$ cat config.mk
export PLATFORM = sky130hd
export DESIGN_NAME = calc_input_sequencer
export DESIGN_NICKNAME = d
export VERILOG_FILES = /design/src/rtl/calc_input_sequencer.sv
export SDC_FILE = /design/constraint.sdc
export NUM_CORES = 1
export LEC_CHECK = 0
export CORE_MARGIN = 10
export CORE_UTILIZATION = 43
export DETAILED_ROUTE_END_ITERATION = 12
export PLACE_DENSITY = 0.68
export SETUP_SLACK_MARGIN = 0.1
export SYNTH_ARGS = -nofsm -noshare
export SYNTH_HDL_FRONTEND = slang
export SYNTH_SLANG_ARGS = --single-unit
$ cat constraint.sdc
create_clock -name clk -period 3.2 [get_ports clk]
set_clock_uncertainty 0.1 [all_clocks]
set_input_delay 0.32 -clock clk [delete_from_list [all_inputs] [get_ports clk]]
set_output_delay 0.32 -clock clk [all_outputs]
set_load 0.005 [all_outputs]
$ cat src/rtl/calc_input_sequencer.sv
// calc_input_sequencer
// -----------------------------------------------------------------------------
// Operand/opcode entry stage in front of the calculator datapath.
//
// Each push-button is debounced and turned into a single-cycle press pulse.
// A four-state entry FSM uses the pulses to commit the switch bank into the
// registered operands A and B and the 3-bit opcode. result_valid marks a
// complete operand set (SHOW state).
//
// Build option:
//   CALC_SEQ_SYNC_EN - when defined, every raw input (sw bus and the three
//                      buttons) passes through a 2-flop synchronizer reset to
//                      0. Button latency grows by 2 cycles and sw is seen 2
//                      cycles late. When undefined, the raw inputs are used
//                      directly (simulation, or an external synchronizer).
//
// Reset: rst is asynchronous and active-low for every flop in this file.
// -----------------------------------------------------------------------------

// Debouncer: a level change is accepted only after DEBOUNCE_CYCLES
// consecutive cycles of disagreement with the stable level. The press pulse
// is registered together with the stable level, so it is high exactly in the
// cycle following the 0->1 acceptance edge.
module calc_seq_debounce #(
    parameter int DEBOUNCE_CYCLES = 1000000
) (
    input  logic clk,
    input  logic rst,
    input  logic btn_in,
    output logic press_o
);

    localparam int CW = $clog2(DEBOUNCE_CYCLES) + 1;
    localparam logic [CW-1:0] LIMIT = CW'(DEBOUNCE_CYCLES);
    localparam logic [CW-1:0] ONE   = CW'(1);
    localparam logic [CW-1:0] ZERO  = CW'(0);

    logic          stable_q;
    logic          stable_d;
    logic [CW-1:0] cnt_q;
    logic [CW-1:0] cnt_d;
    logic [CW-1:0] cnt_inc_s;
    logic          press_q;
    logic          press_d;

    // Next-state logic: count disagreement, accept the new level at the limit.
    always_comb begin
        stable_d  = stable_q;
        cnt_d     = ZERO;
        press_d   = 1'b0;
        cnt_inc_s = cnt_q + ONE;
        if (btn_in != stable_q) begin
            if (cnt_inc_s == LIMIT) begin
                // Level accepted; only a rising acceptance produces a press.
                stable_d = btn_in;
                cnt_d    = ZERO;
                press_d  = btn_in;
            end else begin
                cnt_d    = cnt_inc_s;
            end
        end else begin
            // Any agreement restarts the count, so short glitches are ignored.
            cnt_d = ZERO;
        end
    end

    // Debouncer state registers.
    always_ff @(posedge clk or negedge rst) begin
        if (!rst) begin
            stable_q <= 1'b0;
            cnt_q    <= ZERO;
            press_q  <= 1'b0;
        end else begin
            stable_q <= stable_d;
            cnt_q    <= cnt_d;
            press_q  <= press_d;
        end
    end

    assign press_o = press_q;

endmodule

// Top level: input conditioning, three debouncers and the entry FSM.
module calc_input_sequencer #(
    parameter int DEBOUNCE_CYCLES = 1000000
) (
    input  logic       clk,
    input  logic       rst,
    input  logic [3:0] sw,
    input  logic       btn_enter,
    input  logic       btn_back,
    input  logic       btn_clear,
    output logic [3:0] A,
    output logic [3:0] B,
    output logic [2:0] operation,
    output logic [1:0] stage,
    output logic       result_valid
);

    typedef enum logic [1:0] {
        ST_ENTER_A  = 2'b00,
        ST_ENTER_B  = 2'b01,
        ST_ENTER_OP = 2'b10,
        ST_SHOW     = 2'b11
    } state_e;

    // Conditioned copies of the raw inputs.
    logic [3:0] sw_s;
    logic       enter_raw_s;
    logic       back_raw_s;
    logic       clear_raw_s;

`ifdef CALC_SEQ_SYNC_EN
    // Bit layout: {sw[3:0], btn_clear, btn_back, btn_enter}.
    logic [6:0] sync1_q;
    logic [6:0] sync2_q;

    // Two-flop synchronizer for all asynchronous board inputs.
    always_ff @(posedge clk or negedge rst) begin
        if (!rst) begin
            sync1_q <= 7'b000_0000;
            sync2_q <= 7'b000_0000;
        end else begin
            sync1_q <= {sw, btn_clear, btn_back, btn_enter};
            sync2_q <= sync1_q;
        end
    end

    assign sw_s        = sync2_q[6:3];
    assign clear_raw_s = sync2_q[2];
    assign back_raw_s  = sync2_q[1];
    assign enter_raw_s = sync2_q[0];
`else
    assign sw_s        = sw;
    assign clear_raw_s = btn_clear;
    assign back_raw_s  = btn_back;
    assign enter_raw_s = btn_enter;
`endif

    // One-cycle press pulses.
    logic enter_p_s;
    logic back_p_s;
    logic clear_p_s;

    calc_seq_debounce #(
        .DEBOUNCE_CYCLES(DEBOUNCE_CYCLES)
    ) u_db_enter (
        .clk    (clk),
        .rst    (rst),
        .btn_in (enter_raw_s),
        .press_o(enter_p_s)
    );

    calc_seq_debounce #(
        .DEBOUNCE_CYCLES(DEBOUNCE_CYCLES)
    ) u_db_back (
        .clk    (clk),
        .rst    (rst),
        .btn_in (back_raw_s),
        .press_o(back_p_s)
    );

    calc_seq_debounce #(
        .DEBOUNCE_CYCLES(DEBOUNCE_CYCLES)
    ) u_db_clear (
        .clk    (clk),
        .rst    (rst),
        .btn_in (clear_raw_s),
        .press_o(clear_p_s)
    );

    // FSM and committed operand registers.
    state_e     state_q;
    state_e     state_d;
    logic [3:0] a_q;
    logic [3:0] a_d;
    logic [3:0] b_q;
    logic [3:0] b_d;
    logic [2:0] op_q;
    logic [2:0] op_d;
    logic       valid_q;
    logic       valid_d;

    // Entry FSM next state: clear beats back beats enter; lower ones dropped.
    always_comb begin
        state_d = state_q;
        a_d     = a_q;
        b_d     = b_q;
        op_d    = op_q;
        if (clear_p_s) begin
            state_d = ST_ENTER_A;
            a_d     = 4'h0;
            b_d     = 4'h0;
            op_d    = 3'b000;
        end else if (back_p_s) begin
            // Step back one stage; committed values are left untouched.
            case (state_q)
                ST_ENTER_A:  state_d = ST_ENTER_A;
                ST_ENTER_B:  state_d = ST_ENTER_A;
                ST_ENTER_OP: state_d = ST_ENTER_B;
                ST_SHOW:     state_d = ST_ENTER_OP;
                default:     state_d = ST_ENTER_A;
            endcase
        end else if (enter_p_s) begin
            // Commit the switches for the current stage and advance.
            case (state_q)
                ST_ENTER_A: begin
                    a_d     = sw_s;
                    state_d = ST_ENTER_B;
                end
                ST_ENTER_B: begin
                    b_d     = sw_s;
                    state_d = ST_ENTER_OP;
                end
                ST_ENTER_OP: begin
                    op_d    = sw_s[2:0];
                    state_d = ST_SHOW;
                end
                ST_SHOW: begin
                    // Start a new entry round; keep the shown values.
                    state_d = ST_ENTER_A;
                end
                default: begin
                    state_d = ST_ENTER_A;
                end
            endcase
        end else begin
            state_d = state_q;
        end
        // result_valid is registered alongside the state it describes.
        valid_d = (state_d == ST_SHOW);
    end

    // FSM state and registered outputs.
    always_ff @(posedge clk or negedge rst) begin
        if (!rst) begin
            state_q <= ST_ENTER_A;
            a_q     <= 4'h0;
            b_q     <= 4'h0;
            op_q    <= 3'b000;
            valid_q <= 1'b0;
        end else begin
            state_q <= state_d;
            a_q     <= a_d;
            b_q     <= b_d;
            op_q    <= op_d;
            valid_q <= valid_d;
        end
    end

    assign A            = a_q;
    assign B            = b_q;
    assign operation    = op_q;
    assign stage        = state_q;
    assign result_valid = valid_q;

endmodule
==> results_dict.tcl <==
set metrics [dict create \
    crit_arrival_ns 3.12 \
    final_common_cell "dfrtp_1" \
    synth_nets 510 \
    die_area_mm2 0.01527 \
    drc 0 \
    hold_path_class "primary input to asynchronous set/reset pin" \
    antenna_cells 0 \
    die-width_um 123.6 \
    hold_slack_ns 0.01484 \
    cts.sinks 83 \
    worst_slack_ns 0.2377 \
    antenna_found_initial 0 \
    post-route-period-util_pct 92.57 \
    gp_congestion 0.8500 \
    grt_pass1_vias 3476 \
    wire_per_inst_um 14.30 \
    r2r_cells 7 \
    drtPass1Iterations 4 \
    postRouteAntennaNets 0 \
    vias 3527 \
    status "finished clean" \
    yosysSeqAreaShare_pct 45.04 \
    clockRootBuffer "clkbuf_8" \
    via_per_inst 5.360 \
    crit_path_start_kind "register" \
    synth_cell_types 57 \
    cts-htree-levels 3 \
    fillers 998 \
    drt_iter0_markers 229 \
    r2r_end "u_db_clear.press_o" \
    synth_area_mm2 0.004612 \
    final_cell_mix "dfrtp_1, nor2_1, nand2_1" \
    total_leakage_power_uw 0.002063 \
    crit_type "register to register" \
    clock_latency_ns 0.36 \
    synth_edf_count 0 \
    grt-busiest-layer "met2" \
    grt_pass1_wl_um 16420 \
    synthFlopType "dfrtp_1" \
    synthCells 492 \
    overflow 0 \
    crit_fanout 7 \
    grt.total_usage_pct 13.03 \
    clock_path_buffers 2 \
    cts.clk_slew.worst_paths_ns 0.10 \
    ys_warn_count 0 \
    num_rows 37 \
    cts_tree "done" \
    numCtsBuffers 9 \
    rsz0062_at_grt "false" \
    clock.fmax_mhz 337.6 \
    period_minus_slack_ns 2.962 \
    io-pin-count 23 \
    dp_hpwl_um 6781 \
    maxSlewHeadroom_pct 32.84 \
    required_ns 3.36 \
    drive_gt1_share_pct 8.812 \
    grt_max_degree 84 \
    r2r-start "u_db_clear.cnt_q[8]" \
    syn2layout_area_growth_pct 11.56 \
    core-area_mm2 0.01037 \
    r2r_setup_slack_ns 0.24 \
    final-hold-violation-count 0 \
    initial_core_util_pct 44.47 \
    peakVddDrop_mv 0.2359 \
    cts_setup_buffers 0 \
    maxSlewViolCount 0 \
    synth_area_per_cell_um2 9.374 \
    tightest_slew_ns 1.007 \
    power_uw 1910 \
    setup_tns_ns 0 \
    grt_use_met3_pct 3.418 \
    power_density_mw_per_mm2 371.1 \
    grt_util_met1_pct 16.70 \
    synthArstFlopShare_pct 100.0 \
    wirelength_um 9411 \
    use_met2_pct 21.24 \
    io_buffers 22 \
    nNetsFinal 535 \
    post-route-util_pct 49.61 \
    cp-end-kind "register" \
    drv_cap 0 \
    setup_viol 0 \
    ctsHoldBuffers 0 \
    die-height_um 123.6 \
    post-place-ws_ns 0.1203 \
    synth_seq_cells 83 \
]
kinds of logic (layout without fill, tap and decap cells):
kind of cell / count (synthesis) / after routing / synth area share [%]
and+or+nand+nor: 264 / 264 / 30.14
DFF: 83 / 83 / 45.04
xor gates and xnor gates: 62 / 62 / 11.77
AOI/OAI and AO/OA: 44 / 44 / 6.701
buffers and inverters: 26 / 56 / 2.957
adders and majority gates: 9 / 9 / 2.442
muxes: 4 / 4 / 0.9495
metal layers:
layer | routed length (um) | share of wire [%] | vias to the layer above
li1 | - | - | 1772
met3 | 382 | 4.1 | 7
met5 | 0 | 0 | -
met4 | 95 | 1.0 | 0
met1 | 4495 | 48 | 1697
met2 | 4437 | 47 | 51
repair_timing:
action | CTS | global route
endpoints found under the setup margin | 0 | 19
endpoints found under the hold margin | 0 | 0
resized for setup | 0 | 3
flip-flops by register name (all words and copies together) (netlist names):
| register | flops |
|---|---|
| u_db_back.stable_q | 1 |
| u_db_back.press_o | 1 |
| u_db_enter.stable_q | 1 |
| u_db_clear.cnt_q | 21 |
| B | 4 |
| u_db_back.cnt_q | 21 |
| u_db_clear.press_o | 1 |
| u_db_clear.stable_q | 1 |
| u_db_enter.press_o | 1 |
| stage | 2 |
| result_valid | 1 |
| A | 4 |
| u_db_enter.cnt_q | 21 |
| operation | 3 |
critical path, stage by stage, from the launching register on:
cell and delay, ns:
dfrtp_1 0.50, and4_1 0.34, nand4_1 0.22, or4_1 0.54, a211oi_1 0.40, o21ai_1 0.11, or4_1 0.41, nor3b_1 0.24
cells in the mapped netlist, types with 3 or more instances:
cell type / instances / area [um2]
dfrtp_1: 83 / 2077
nor2_1: 72 / 270.3
nand2_1: 44 / 165.2
nand3_1: 42 / 210.2
xnor2_1: 38 / 332.8
xor2_1: 24 / 210.2
nand4_1: 19 / 118.9
a21oi_1: 15 / 75.07
and3_1: 11 / 68.82
nor3_1: 11 / 55.05
inv_1: 10 / 37.54
and2_1: 9 / 56.30
ha_1: 9 / 112.6
nor4_1: 9 / 56.30
nor2_2: 8 / 50.05
and4_1: 6 / 52.55
clkbuf_1: 6 / 22.52
o21ai_0: 5 / 25.02
nor2b_1: 4 / 25.02
or4_1: 4 / 30.03
a211oi_1: 3 / 22.52
and3b_1: 3 / 26.28
buf_4: 3 / 22.52
buf_6: 3 / 33.78
nand4b_1: 3 / 26.28
nor3b_1: 3 / 22.52
o31ai_1: 3 / 22.52
or3_1: 3 / 18.77
worst max-delay path by stage:
| stage | startpoint | end | slack (ns) | depth (start not counted) |
|---|---|---|---|---|
| global placement | u_db_back.cnt_q[1] | u_db_back.cnt_q[6] | 0.25 | 9 |
| detailed placement | u_db_back.cnt_q[1] | u_db_back.cnt_q[6] | 0.12 | 9 |
| CTS | u_db_back.cnt_q[1] | u_db_back.cnt_q[6] | 0.11 | 9 |
| global route | u_db_clear.cnt_q[8] | u_db_clear.press_o | 0.12 | 7 |
| floorplan | u_db_back.cnt_q[0] | u_db_back.cnt_q[16] | 0.24 | 9 |
| finish | u_db_clear.cnt_q[8] | u_db_clear.press_o | 0.24 | 7 |
power by group:
part           switching (uW)  leakage [uW]  internal, uW
sequential               22.5       0.00112          1070
clock                     407     0.0000852           292
combinational            67.4      0.000855          52.7
metrics by stage:
step | instances | cell area, um2
6_report | 658 | 5145
5_1_grt | 658 | 5145
3_3_place_gp | 642 | 4961
2_1_floorplan | 492 | 4612
4_1_cts | 658 | 5137
3_5_place_dp | 642 | 4961
layout make-up:
type | instances | area [um2] | share of cell area (%)
sequential | 83 | 2078 | 40.39
multi-input combinational | 383 | 2401 | 46.67
timing repair buffer | 30 | 281.5 | 5.472
tap | 136 | 170.2 | 3.307
inverter | 10 | 37.54 | 0.7296
clock inverter | 6 | 48.80 | 0.9484
clock buffer | 10 | 127.6 | 2.481
Power figures use the tool's default switching activity.
==> variant 1 (same settings) <==
`DEBOUNCE_CYCLES` is set to 1000000 in 2 places; all go to 500000.
--- a/src/rtl/calc_input_sequencer.sv
+++ b/src/rtl/calc_input_sequencer.sv
@@ -24,3 +24,3 @@
 module calc_seq_debounce #(
-    parameter int DEBOUNCE_CYCLES = 1000000
+    parameter int DEBOUNCE_CYCLES = 500000
 ) (
@@ -85,3 +85,3 @@
 module calc_input_sequencer #(
-    parameter int DEBOUNCE_CYCLES = 1000000
+    parameter int DEBOUNCE_CYCLES = 500000
 ) (
Formal check against the unedited RTL: no difference found for any inputs over 10 cycles, from zero or initial values and one cycle with rst low; that may be too few to reach the edited logic, so the function may still have changed.
==> variant 1 against the original RTL <==
  * Sequential cell count decreased by 3
  * Wire length shrank 1.5%
  * Final area fell by 2.3%
  * Die area shrank 2.1%
  * Global-route usage down 0.085 points
  * Critical path depth fell by 1
  * Total power is 3.4% higher
  * Area after synthesis down 2.4%
  * Count of clock-buffer cells in the layout unchanged
  * Setup slack gained 0.092 ns
  * Critical endpoint is now u_db_clear.stable_q$_DFFE_PN0P_
==> variant 1: results (changes against the original RTL) <==
[cells_and_area]
drive_above_1_share_pct=6.92  ; was 8.81%
inverters=9  ; was 10
buffers=25  ; was 30
seq_share_pct=39.8  ; was 40.4%
nFlopsAndLatches=80  ; was 83
multi_input_area_share_pct=47.3  ; was 46.7%
top_regs=u_db_back.cnt_q x20, u_db_clear.cnt_q x20, u_db_enter.cnt_q x20  ; was u_db_back.cnt_q x21, u_db_clear.cnt_q x21, u_db_enter.cnt_q x21
clock_area_share_pct=4.06  ; was 3.43%
bufAreaShareNonClock_pct=4.78  ; was 5.47%
multi_input_comb_cells=376  ; was 383
nets=522  ; was 535

[drt]
met2WireLength_mm=4.44  ; about the same
m1WireLength_mm=4.23  ; was 4.50 mm
routed_wl_mm=9.27  ; was 9.41 mm
drt-initial-drc-count=380  ; was 229

[synthesis]
synth_area_leaders=dfrtp_1, nor2_1, xor2_1  ; was dfrtp_1, xnor2_1, nor2_1
synth_area_per_cell_um2=9.24  ; was 9.37 um^2

[global_route]
grt.total_usage_pct=12.9  ; was 13.0%
met3_usage_pct=3.67  ; was 3.42%
grt_max_degree=81  ; was 84
use_met2_pct=20.3  ; was 21.2%

[status]
outcome=finished clean  ; unchanged

[critical_path]
r2r-start=u_db_clear.cnt_q[3]$_DFF_PN0_  ; was u_db_clear.cnt_q[8]$_DFF_PN0_
critPathMaxStageDelay_ns=0.58  ; was 0.54 ns
regToRegEndpoint=u_db_clear.stable_q$_DFFE_PN0P_  ; was u_db_clear.press_o$_DFF_PN0_
critPathSlowestCell=or4_4  ; was or4_1
ff2ff_setup_slack_ns=0.33  ; was 0.24 ns

[placement]
place.gp.congestion=0.926  ; was 0.850
place_hpwl_mm=6.52  ; was 6.78 mm

[sta]
relSlewSlack_pct=34.0  ; was 32.8%

## variant 1: logic make-up after synthesis
logic type / share of synthesized area (%)
AND/OR/NAND/NOR: 30.1
flip-flops: 44.5
XOR/XNOR: 10.5
AO/OA/AOI/OAI: 7.51
buffers and inverters: 2.70
adder cells (fa/ha/maj): 3.34
multiplexers: 1.31
## variant 1: power by group
part | internal [mW] | total [mW] | switching (mW)
Sequential | 1.03 | 1.07 | 0.0385
Combinational | 0.0573 | 0.132 | 0.0744
Clock | 0.383 | 0.771 | 0.389
Total | 1.47 | 1.98 | 0.501
## variant 1: how the worst min path moves through the flow
| stage | from | to | slack [ns] |
|---|---|---|---|
| 3_5_place_dp | u_db_clear.stable_q$_DFFE_PN0P_ | u_db_clear.press_o$_DFF_PN0_ | 0.37 |
| 6_report | rst | A[3]$_DFFE_PN0P_ | 0.006 |
| 2_1_floorplan | rst | A[0]$_DFFE_PN0P_ | -0.08 |
| 4_1_cts | rst | u_db_back.press_o$_DFF_PN0_ | 0.04 |
| 5_1_grt | rst | B[3]$_DFFE_PN0P_ | 0.09 |
| 3_3_place_gp | u_db_clear.stable_q$_DFFE_PN0P_ | u_db_clear.press_o$_DFF_PN0_ | 0.37 |
## variant 1: per-stage QoR
step	hold WS [ns]	setup WS (ns)	instance area (um^2)	total power [mW]	util, %
floorplan	-0.0756	0.621	4500	1.15	-
global placement	0.370	0.409	4820	1.22	46.9
detailed placement	0.366	0.329	4820	1.22	46.9
CTS	0.0436	0.337	5030	2.00	48.9
global route	0.0895	0.154	5030	2.07	48.9
finish	0.00596	0.329	5030	1.98	48.9
## variant 1: worst register-to-register path, stage by stage (launching register included)
cell	delay [ns]
dfrtp_1	0.48
nand4_1	0.39
or3_1	0.54
nor4b_2	0.23
o22ai_1	0.15
or4_4	0.58
mux2_4	0.31
==> variant 2 (same flow settings) <==
Without the edit above. Take the reset off `a_q` and load it in a clocked block of its own.
--- a/src/rtl/calc_input_sequencer.sv
+++ b/src/rtl/calc_input_sequencer.sv
@@ -238,3 +238,2 @@
             state_q <= ST_ENTER_A;
-            a_q     <= 4'h0;
             b_q     <= 4'h0;
@@ -244,3 +243,2 @@
             state_q <= state_d;
-            a_q     <= a_d;
             b_q     <= b_d;
@@ -249,2 +247,6 @@
         end
+    end
+
+    always_ff @(posedge clk) begin
+        a_q <= a_d;
     end
Function: no difference found for any inputs over 10 cycles, from zero or initial values and one cycle with rst low; that may be too few to reach the edited logic, so the function may still have changed.
==> variant 2 against the original RTL <==
  * Sequential cell count did not move
  * Final area rose by 0.61%
  * Fmax rose by 2.6%
  * Setup slack improved by 0.074 ns
  * First-iteration DRC count rose by 21%
  * Global-route usage rose by 0.42 points
  * Area after synthesis fell by 0.27%
  * Synthesized cell count fell by 1.8%
  * Clock power rose by 37%
  * Total power rose by 12%
  * Wire length rose by 4.0%
  * Critical endpoint is now u_db_back.press_o$_DFF_PN0_
==> variant 2: results (changes against the original RTL) <==
[placement]
place.gp.congestion=0.921  ; was 0.850
place_hpwl_mm=6.75  ; was 6.78 mm
port_buffers=22  ; unchanged

[clock_tree]
post_cts_buffers=0  ; unchanged
cts_max_level=3  ; unchanged
cts_buffers=9  ; unchanged
cts-root-buf=clkbuf_8  ; unchanged
clock_latency_ns=0.37
cts_resized=0  ; unchanged
clk_path_buf_depth=2  ; unchanged
clkSlewWorstSetupHoldPaths_ns=0.09

[cells_and_area]
nFillCells=922  ; was 998
top_regs=u_db_back.cnt_q x21, u_db_clear.cnt_q x21, u_db_enter.cnt_q x21  ; unchanged
nets=517  ; was 535
drive_above_1_share_pct=7.33  ; was 8.81%
diodes=0  ; unchanged

[synthesis]
synth_common_cells=dfrtp_1, nor3_1, nor2_1  ; was dfrtp_1, nor2_1, nand2_1
synth_cell_type_count=59  ; was 57
synthFlopType=dfrtp_1  ; unchanged
muxShareOfSynthArea_pct=1.47  ; was 0.950%
async_reset_ff_share_pct=95.2  ; was 100%
syn_nets=500  ; was 510
synth_area_leaders=dfrtp_1, xnor2_1, nor3_1  ; was dfrtp_1, xnor2_1, nor2_1
ys_seq_area_share_pct=44.7  ; was 45.0%
synth-compound-area-share_pct=9.03  ; was 6.70%
yosys_warnings=0  ; unchanged
synth_xor_area_share_pct=10.3  ; was 11.8%
synthAdderAreaFrac_pct=2.18  ; was 2.44%

[drt]
met2WireLength_mm=4.63  ; was 4.44 mm
wl_per_cell_um=15.3  ; was 14.3 um
met3_length_um=505  ; was 382 um
dr.pass1.iters=4  ; unchanged
vias=3652  ; was 3527
m1WireLength_mm=4.48  ; was 4.50 mm
drt-initial-drc-count=278  ; was 229
highest_layer=met4  ; unchanged

[critical_path]
critPathMaxStageDelay_ns=0.49  ; was 0.54 ns
rr_worst_depth=7  ; unchanged
worstPathArrival_ns=3.03  ; was 3.12 ns
cp_max_fo=6  ; was 7
critPathSlowestCell=a2111o_1  ; was or4_1

[global_route]
antenna_found_initial=0  ; unchanged
grt_pass1_vias=3461  ; was 3476
grt_pass1_wl_mm=16.5  ; was 16.4 mm
grt_max_degree=80  ; was 84
grt.total_usage_pct=13.5  ; was 13.0%

[min_path]
hold_class=in -> async  ; unchanged

[pwr]
p_leak_nw=2.00  ; was 2.06 nW
switching_share_pct=22.0  ; was 26.0%
irDropWorstVdd_v=0.000190  ; was 0.000236 V

[sta]
worst_pin_slew_ns=1.00  ; was 1.01 ns

[status]
outcome=finished clean  ; unchanged

[variant 2: metal layers]
| layer | up-vias | GRT usage, % |
|---|---|---|
| li1 | 1792 | - |
| met1 | 1766 | 17.1 |
| met2 | 83 | 21.3 |
| met3 | 11 | 3.14 |
| met4 | 0 | 6.26 |
| met5 | - | 0 |
[variant 2: worst max-delay path: cells and delay by family (launching register included)]
kind	cells	cell delay, ns
adders and majority gates	1	0.28
AOI/OAI and AO/OA	3	0.94
and+or+nand+nor	3	1.00
DFF	1	0.43
[variant 2: area by class of cell]
class	instances	area, um^2	share of cell area [%]
multi-input cells	367	2380	46.0
flip-flops and latches	83	2060	39.7
repair buffers	29	270	5.22
well taps	136	170	3.29
clock buffers	11	151	2.92
clock inverters	5	108	2.08
inverters	10	37.5	0.725
[variant 2: worst paths after layout]
kind / from / slack, ns / endpoint
worst max-delay path: u_db_back.cnt_q[0]$_DFF_PN0_ / 0.31 / u_db_back.press_o$_DFF_PN0_
worst min-delay path: rst / 0.02 / B[3]$_DFFE_PN0P_
worst max register to register: u_db_back.cnt_q[0]$_DFF_PN0_ / 0.31 / u_db_back.press_o$_DFF_PN0_
worst min register to register: A[1]$_SDFFE_PP0P_ / 0.36 / A[1]$_SDFFE_PP0P_
max in group asynchronous: rst / 2.33 / u_db_clear.cnt_q[16]$_DFF_PN0_
min in group clk: A[1]$_SDFFE_PP0P_ / 0.36 / A[1]$_SDFFE_PP0P_
[variant 2: cells by family after synthesis]
family | after synthesis
XOR/XNOR | 54
AND/OR/NAND/NOR | 241
AO/OA/AOI/OAI | 58
adder cells (fa/ha/maj) | 8
multiplexers | 6
buffers and inverters | 33
flip-flops | 83
[variant 2: metrics by stage]
step | total power [mW] | instance area, um^2 | std cells | setup slack, ns | hold WS (ns)
after floorplan | 1.16 | 4600 | 483 | 0.563 | -0.0756
final | 2.14 | 5180 | 641 | 0.312 | 0.0153
after CTS | 2.17 | 5180 | 641 | 0.312 | 0.0537
after global placement | 1.21 | 4920 | 625 | 0.385 | 0.345
after detailed placement | 1.21 | 4920 | 625 | 0.342 | 0.354
after global routing | 2.24 | 5180 | 641 | 0.155 | 0.0960
[variant 2: power groups by stage]
stage,sequential [mW],clock [mW],combinational (mW)
CTS,1.09,0.982,0.104
floorplan,1.10,0,0.0541
global route,1.09,1.03,0.114
global placement,1.10,0,0.101
detailed placement,1.11,0,0.103
finish,1.09,0.955,0.101
